File: src/rtl/ram_arb_pkg.sv
`default_nettype none
// ============================================================================
// Module   : ram_arb_pkg
// Brief    : Shared types and helpers for the instruction/data RAM arbiter.
// Revision : 1.0 - initial release
// ============================================================================
package ram_arb_pkg;

    localparam int c_DEFAULT_DEPTH = 256;

    typedef enum logic [1:0] {
        OWN_NONE = 2'd0,
        OWN_IF   = 2'd1,
        OWN_D    = 2'd2
    } owner_e;

    // Byte address to full word index; callers keep the low AW bits.
    function automatic logic [29:0] word_of(input logic [31:0] addr);
        return addr[31:2];
    endfunction

endpackage
`default_nettype wire

File: src/rtl/rr_starve_guard.sv
`default_nettype none
// ============================================================================
// Module   : rr_starve_guard
// Brief    : Data-priority read grant with an ifetch starvation counter.
// Revision : 1.0 - initial release
// ============================================================================
module rr_starve_guard #(
    parameter int STARVE_MAX = 4
) (
    input  logic clk,
    input  logic rst_n,
    input  logic i_if_valid,
    input  logic i_d_valid,
    input  logic i_if_stall,
    output logic o_if_grant,
    output logic o_d_grant
);

    localparam logic [3:0] c_STARVE_MAX = 4'(STARVE_MAX);

    logic [3:0] r_starve_cnt;

    assign o_if_grant = i_if_valid && (!i_d_valid || (r_starve_cnt == c_STARVE_MAX));
    assign o_d_grant  = i_d_valid && !o_if_grant;

    // A stalled ifetch grant neither counts as a loss nor as a win: hold.
    always_ff @(posedge clk or negedge rst_n) begin
        if (!rst_n) begin
            r_starve_cnt <= 4'd0;
        end else if (!i_if_valid || (o_if_grant && !i_if_stall)) begin
            r_starve_cnt <= 4'd0;
        end else if (o_d_grant && (r_starve_cnt != c_STARVE_MAX)) begin
            r_starve_cnt <= r_starve_cnt + 4'd1;
        end
    end

endmodule
`default_nettype wire

File: src/rtl/ram_arbiter.sv
`default_nettype none
// ============================================================================
// Module   : ram_arbiter
// Brief    : Shares a 1W/1R word RAM between ifetch and data ports.
// Revision : 1.0 - initial release
// ============================================================================
module ram_arbiter
    import ram_arb_pkg::*;
#(
    parameter int DEPTH      = c_DEFAULT_DEPTH,
    parameter int AW         = $clog2(DEPTH),
    parameter int STARVE_MAX = 4
) (
    input  logic          clk,
    input  logic          rst_n,
    input  logic          if_req_valid,
    output logic          if_req_ready,
    input  logic [31:0]   if_addr,
    output logic          if_rsp_valid,
    output logic [31:0]   if_rsp_data,
    input  logic          d_req_valid,
    output logic          d_req_ready,
    input  logic          d_we,
    input  logic [3:0]    d_be,
    input  logic [31:0]   d_addr,
    input  logic [31:0]   d_wdata,
    output logic          d_rsp_valid,
    output logic [31:0]   d_rsp_data,
    output logic [31:0]   ram_din,
    output logic [3:0]    ram_wen,
    output logic [AW-1:0] ram_waddr,
    output logic [AW-1:0] ram_raddr,
    input  logic [31:0]   ram_dout
);

    logic [29:0]   w_if_word;
    logic [29:0]   w_d_word;
    logic [AW-1:0] w_if_idx;
    logic [AW-1:0] w_d_idx;
    logic          w_write;
    logic          w_d_rd;
    logic          w_if_rd;
    logic          w_if_grant;
    logic          w_d_grant;
    logic          w_hazard;
    logic          w_if_acc;
    logic          w_unused_hi;
    owner_e        r_owner;

    assign w_if_word   = word_of(if_addr);
    assign w_d_word    = word_of(d_addr);
    assign w_if_idx    = w_if_word[AW-1:0];
    assign w_d_idx     = w_d_word[AW-1:0];
    assign w_unused_hi = ^{w_if_word[29:AW], w_d_word[29:AW]};

    // Qualifying with rst_n keeps every combinational output at 0 in reset.
    assign w_write = rst_n && d_req_valid && d_we;
    assign w_d_rd  = rst_n && d_req_valid && !d_we;
    assign w_if_rd = rst_n && if_req_valid;

    rr_starve_guard #(
        .STARVE_MAX (STARVE_MAX)
    ) u_guard (
        .clk        (clk),
        .rst_n      (rst_n),
        .i_if_valid (w_if_rd),
        .i_d_valid  (w_d_rd),
        .i_if_stall (w_hazard),
        .o_if_grant (w_if_grant),
        .o_d_grant  (w_d_grant)
    );

    // Only ifetch can collide with a write: a data port cannot read and write at once.
    assign w_hazard = w_if_grant && w_write && (d_be != 4'd0) && (w_if_idx == w_d_idx);
    assign w_if_acc = w_if_grant && !w_hazard;

    assign if_req_ready = w_if_acc;
    assign d_req_ready  = w_write || w_d_grant;

    assign ram_wen   = w_write ? d_be    : 4'd0;
    assign ram_din   = w_write ? d_wdata : 32'd0;
    assign ram_waddr = w_write ? w_d_idx : '0;
    assign ram_raddr = w_if_grant ? w_if_idx : (w_d_grant ? w_d_idx : '0);

    always_ff @(posedge clk or negedge rst_n) begin
        if (!rst_n) begin
            r_owner <= OWN_NONE;
        end else if (w_if_acc) begin
            r_owner <= OWN_IF;
        end else if (w_d_grant) begin
            r_owner <= OWN_D;
        end else begin
            r_owner <= OWN_NONE;
        end
    end

    assign if_rsp_valid = (r_owner == OWN_IF);
    assign d_rsp_valid  = (r_owner == OWN_D);
    assign if_rsp_data  = if_rsp_valid ? ram_dout : 32'd0;
    assign d_rsp_data   = d_rsp_valid  ? ram_dout : 32'd0;

endmodule
`default_nettype wire
File: config.mk
export PLATFORM = sky130hd
export DESIGN_NAME = ram_arbiter
export DESIGN_NICKNAME = d
export VERILOG_FILES = /design/src/rtl/ram_arb_pkg.sv /design/src/rtl/rr_starve_guard.sv /design/src/rtl/ram_arbiter.sv
export SDC_FILE = /design/constraint.sdc
export NUM_CORES = 1
export LEC_CHECK = 0
export ABC_AREA = 1
export CORE_AREA = 2 2 99 101
export CTS_CLUSTER_DIAMETER = 100
export DETAILED_ROUTE_END_ITERATION = 8
export DIE_AREA = 0 0 101 103
export PLACE_DENSITY = 0.59
export SLEW_MARGIN = 5
export SYNTH_ARGS = -nofsm -noshare
export SYNTH_HDL_FRONTEND = slang
export SYNTH_SLANG_ARGS = --single-unit
File: constraint.sdc
create_clock -name clk -period 1.65 [get_ports clk]
set_input_delay 0.33 -clock clk [delete_from_list [all_inputs] [get_ports clk]]
set_output_delay 0.33 -clock clk [all_outputs]
set_load 0.05 [all_outputs]
==> summary.md <==
| Metric | Value |
|---|---|
| Worst setup SP type | `flip-flop` |
| Num CTS Buffers | `3` |
| Outcome | `finished with violations` |
| Avg Inst Size Synth | `4.61 µm²` |
| Clock insertion delay at the later pin of the skew report | `220 ps` |
| Total grt overflow | `0` |
| Area contributors post-synth | `nor2_1 (33%), inv_1 (27%), dfrtp_1 (11%)` |
| Max clock buf depth | `2` |
| Final Hold Viols | `0` |
| Number of global-route vias before repair | `2615` |
| Starting density of the core | `14.2%` |
| CP Data Arrival Time | `1550 ps` |
| Worst reg2reg path startpoint | `u_guard.r_starve_cnt[1]` |
| WL final | `8310 µm` |
| All-Layer GR Usage | `14.1%` |
| Crit path cell chain | `inv_2 > ha_4 > nand2_2 > nand2_2 > nand2_4 > buf_12 > o22ai_4 > buf_12` |
| HPWL Detailed | `6860 µm` |
| Layout cells sized above 1 | `56.4%` |
| Req. time, crit path | `1320 ps` |
| Mapped Cells | `292` |
| Number of diodes | `0` |
| Period minus WS final | `1880 ps` |
| Crit path largest cell delay | `390 ps` |
| Violated checks | `negative setup slack` |
| Via density | `4.03` |
| RSZ-0062 raised after global routing | `true` |
| PwrDens | `317 mW/mm²` |
| Post-synth top area cell | `nor2_1` |
| Top cell type's share of synthesized area | `32.9%` |
| Main synth FF type | `dfrtp_1` |
| Post-route cell area | `0.00551 mm²` |
| Worst path slowest cell | `dfrtp_1` |
| DRT iter0 DRCs | `51` |
| Initial antenna violation count | `0` |
| Yosys warns | `0` |
| Worst Skew | `0.142 ps` |
| LEAKAGE | `2.59 nW` |
| Top-Level Pins | `257` |
| Clock sinks | `6` |
| Top cells by instance count after synthesis | `nor2_1 (118), inv_1 (97), nand2_1 (34)` |
| DIE WIDTH | `101 µm` |
| Post-synth cell types | `20` |
| Synthesized area | `0.00135 mm²` |
| Hold WC Path Type | `in2async` |
| Largest net degree at the start of global routing | `34` |
| Critical path buffers and inverters | `3` |
| CTS Root Cell | `clkbuf_8` |
| Vias | `2585` |
| Maxcap violations | `0` |
| TritonCTS clock tree | `built` |
| Chip height | `103 µm` |
| Async set-reset flop share out of synthesis | `100%` |
| Clock-pin slew on the worst setup and hold paths | `40 ps` |
| Global-route wire length before repair | `11900 µm` |
| Cells after DPL | `632` |
| RD Place Congestion | `0.833` |
| First-pass DRT Iterations | `4` |
| DP Worst Slack | `-501 ps` |
| Syn_nets | `431` |
| Post-DP Area | `0.00488 mm²` |
| Pins Over Slew Limit | `0` |
| CP Capture Type | `primary output` |
| Most common cell in the netlist | `nor2_1` |
| Crit share post-route | `114%` |
| Routed Antenna Nets | `0` |
| Top cell family by delay on the critical path | `buffers and inverters` |
| Non-Filler Instances | `642` |
| Register area share after synthesis | `11.2%` |
| Critical path class | `reg2out` |
| Maximum vdd drop | `0.142 mV` |
| Fmax achieved | `531 MHz` |
| Worst reg2reg path endpoint | `u_guard.r_starve_cnt[2]` |
| WL per Instance | `12.9 µm` |
| Synth Register Bits | `6` |
| Worst-path fanout max | `6` |
| Die Area | `0.0104 mm²` |
| Worst-Margin Slew | `198 ps` |
| Final #Nets | `669` |
| H-tree depth | `1` |
| R2R cell count | `7` |
| Core area | `0.00946 mm²` |
| Fin worst setup slack | `-232 ps` |
| Final setup vio count | `10` |
| DRC | `0` |
| Area grow syn2layout | `309%` |
| EDFF count, synth | `0` |
| I/O Buffers | `208` |
| Row count | `36` |
| Slew headroom | `86.8%` |
| R2r setup slk | `350 ps` |
-- flip-flops by register name (all words and copies together) (netlist names) --
register              flops
r_owner                   2
u_guard.r_starve_cnt      4
-- per-layer routing --
layer	up-vias	part of all wire, %	global-route usage (%)
met5	-	0	0
met2	160	56	29.5
met3	6	12	5.29
met4	0	0.93	2.70
met1	1144	31	12.9
li1	1275	-	-
-- power by group --
group	leakage, nW	internal, mW	switching [mW]
registers	0.0824	0.151	0.00283
logic	2.49	0.644	0.726
clock network	0.0216	0.157	0.0662
total	2.59	0.952	0.795
-- cell type report --
type	instances	area, µm²
timing repair buffer	244	3380
fill	792	3950
inverter	97	367
tap	114	143
sequential	6	150
multi-input combinational	178	1430
clock buffer	3	41.3
-- how the worst max path moves through the flow --
stage / start / endpoint / cells past startpoint
2_1_floorplan: r_owner[1] / if_rsp_data[22] / 4
3_3_place_gp: rst_n / ram_raddr[4] / 8
3_5_place_dp: rst_n / ram_raddr[6] / 8
6_report: u_guard.r_starve_cnt[1] / ram_raddr[3] / 8
4_1_cts: u_guard.r_starve_cnt[1] / ram_raddr[2] / 8
5_1_grt: u_guard.r_starve_cnt[0] / ram_raddr[2] / 8
-- logic make-up after synthesis --
kind of cell | after synthesis | synth area share [%]
compound gates | 11 | 6.51
xor+xnor | 2 | 1.30
fa+ha+maj | 2 | 1.86
buf+inv | 108 | 30.7
flops | 6 | 11.2
simple gates | 163 | 48.5
-- through the flow --
stage | hold WS [ps] | setup TNS, ps | power [mW] | util (%)
3_5_place_dp | 604 | -17860 | 1.41 | 51.6
2_1_floorplan | 34.4 | -3890 | 0.726 | -
6_report | 97.6 | -2090 | 1.75 | 58.3
3_3_place_gp | 543 | -17980 | 1.40 | 51.6
4_1_cts | 257 | -2180 | 1.69 | 54.7
5_1_grt | 108 | -2890 | 1.83 | 58.3
-- cells in the final DEF, fill, tap and decap left out --
cell type / n
a21oi_2: 1
buf_12: 93
buf_4: 26
buf_6: 31
buf_8: 4
clkbuf_16: 2
clkbuf_2: 2
clkbuf_8: 3
clkdlybuf4s50_1: 65
dfrtp_1: 6
dlygate4sd2_1: 16
dlymetal6s2s_1: 5
ha_1: 1
ha_4: 1
inv_1: 90
inv_2: 6
inv_4: 1
nand2_1: 31
nand2_2: 3
nand2_4: 2
nand2_8: 1
nand3_1: 4
nand3_2: 1
nand3_4: 1
nor2_1: 8
nor2_2: 65
nor2_4: 46
nor3_1: 1
o21ai_1: 1
o21bai_4: 1
o22ai_4: 8
xor2_1: 2
-- timing repair --
item | 4_1_cts | 5_1_grt
setup buffers | 3 | 1
setup endpoints to repair | 82 | 65
pin swaps | 10 | 8
resized for setup | 99 | 82
gates cloned | 0 | 3
hold buffers | 0 | 0
endpoints found under the hold margin | 0 | 0
(Power assumes the default switching activity.)
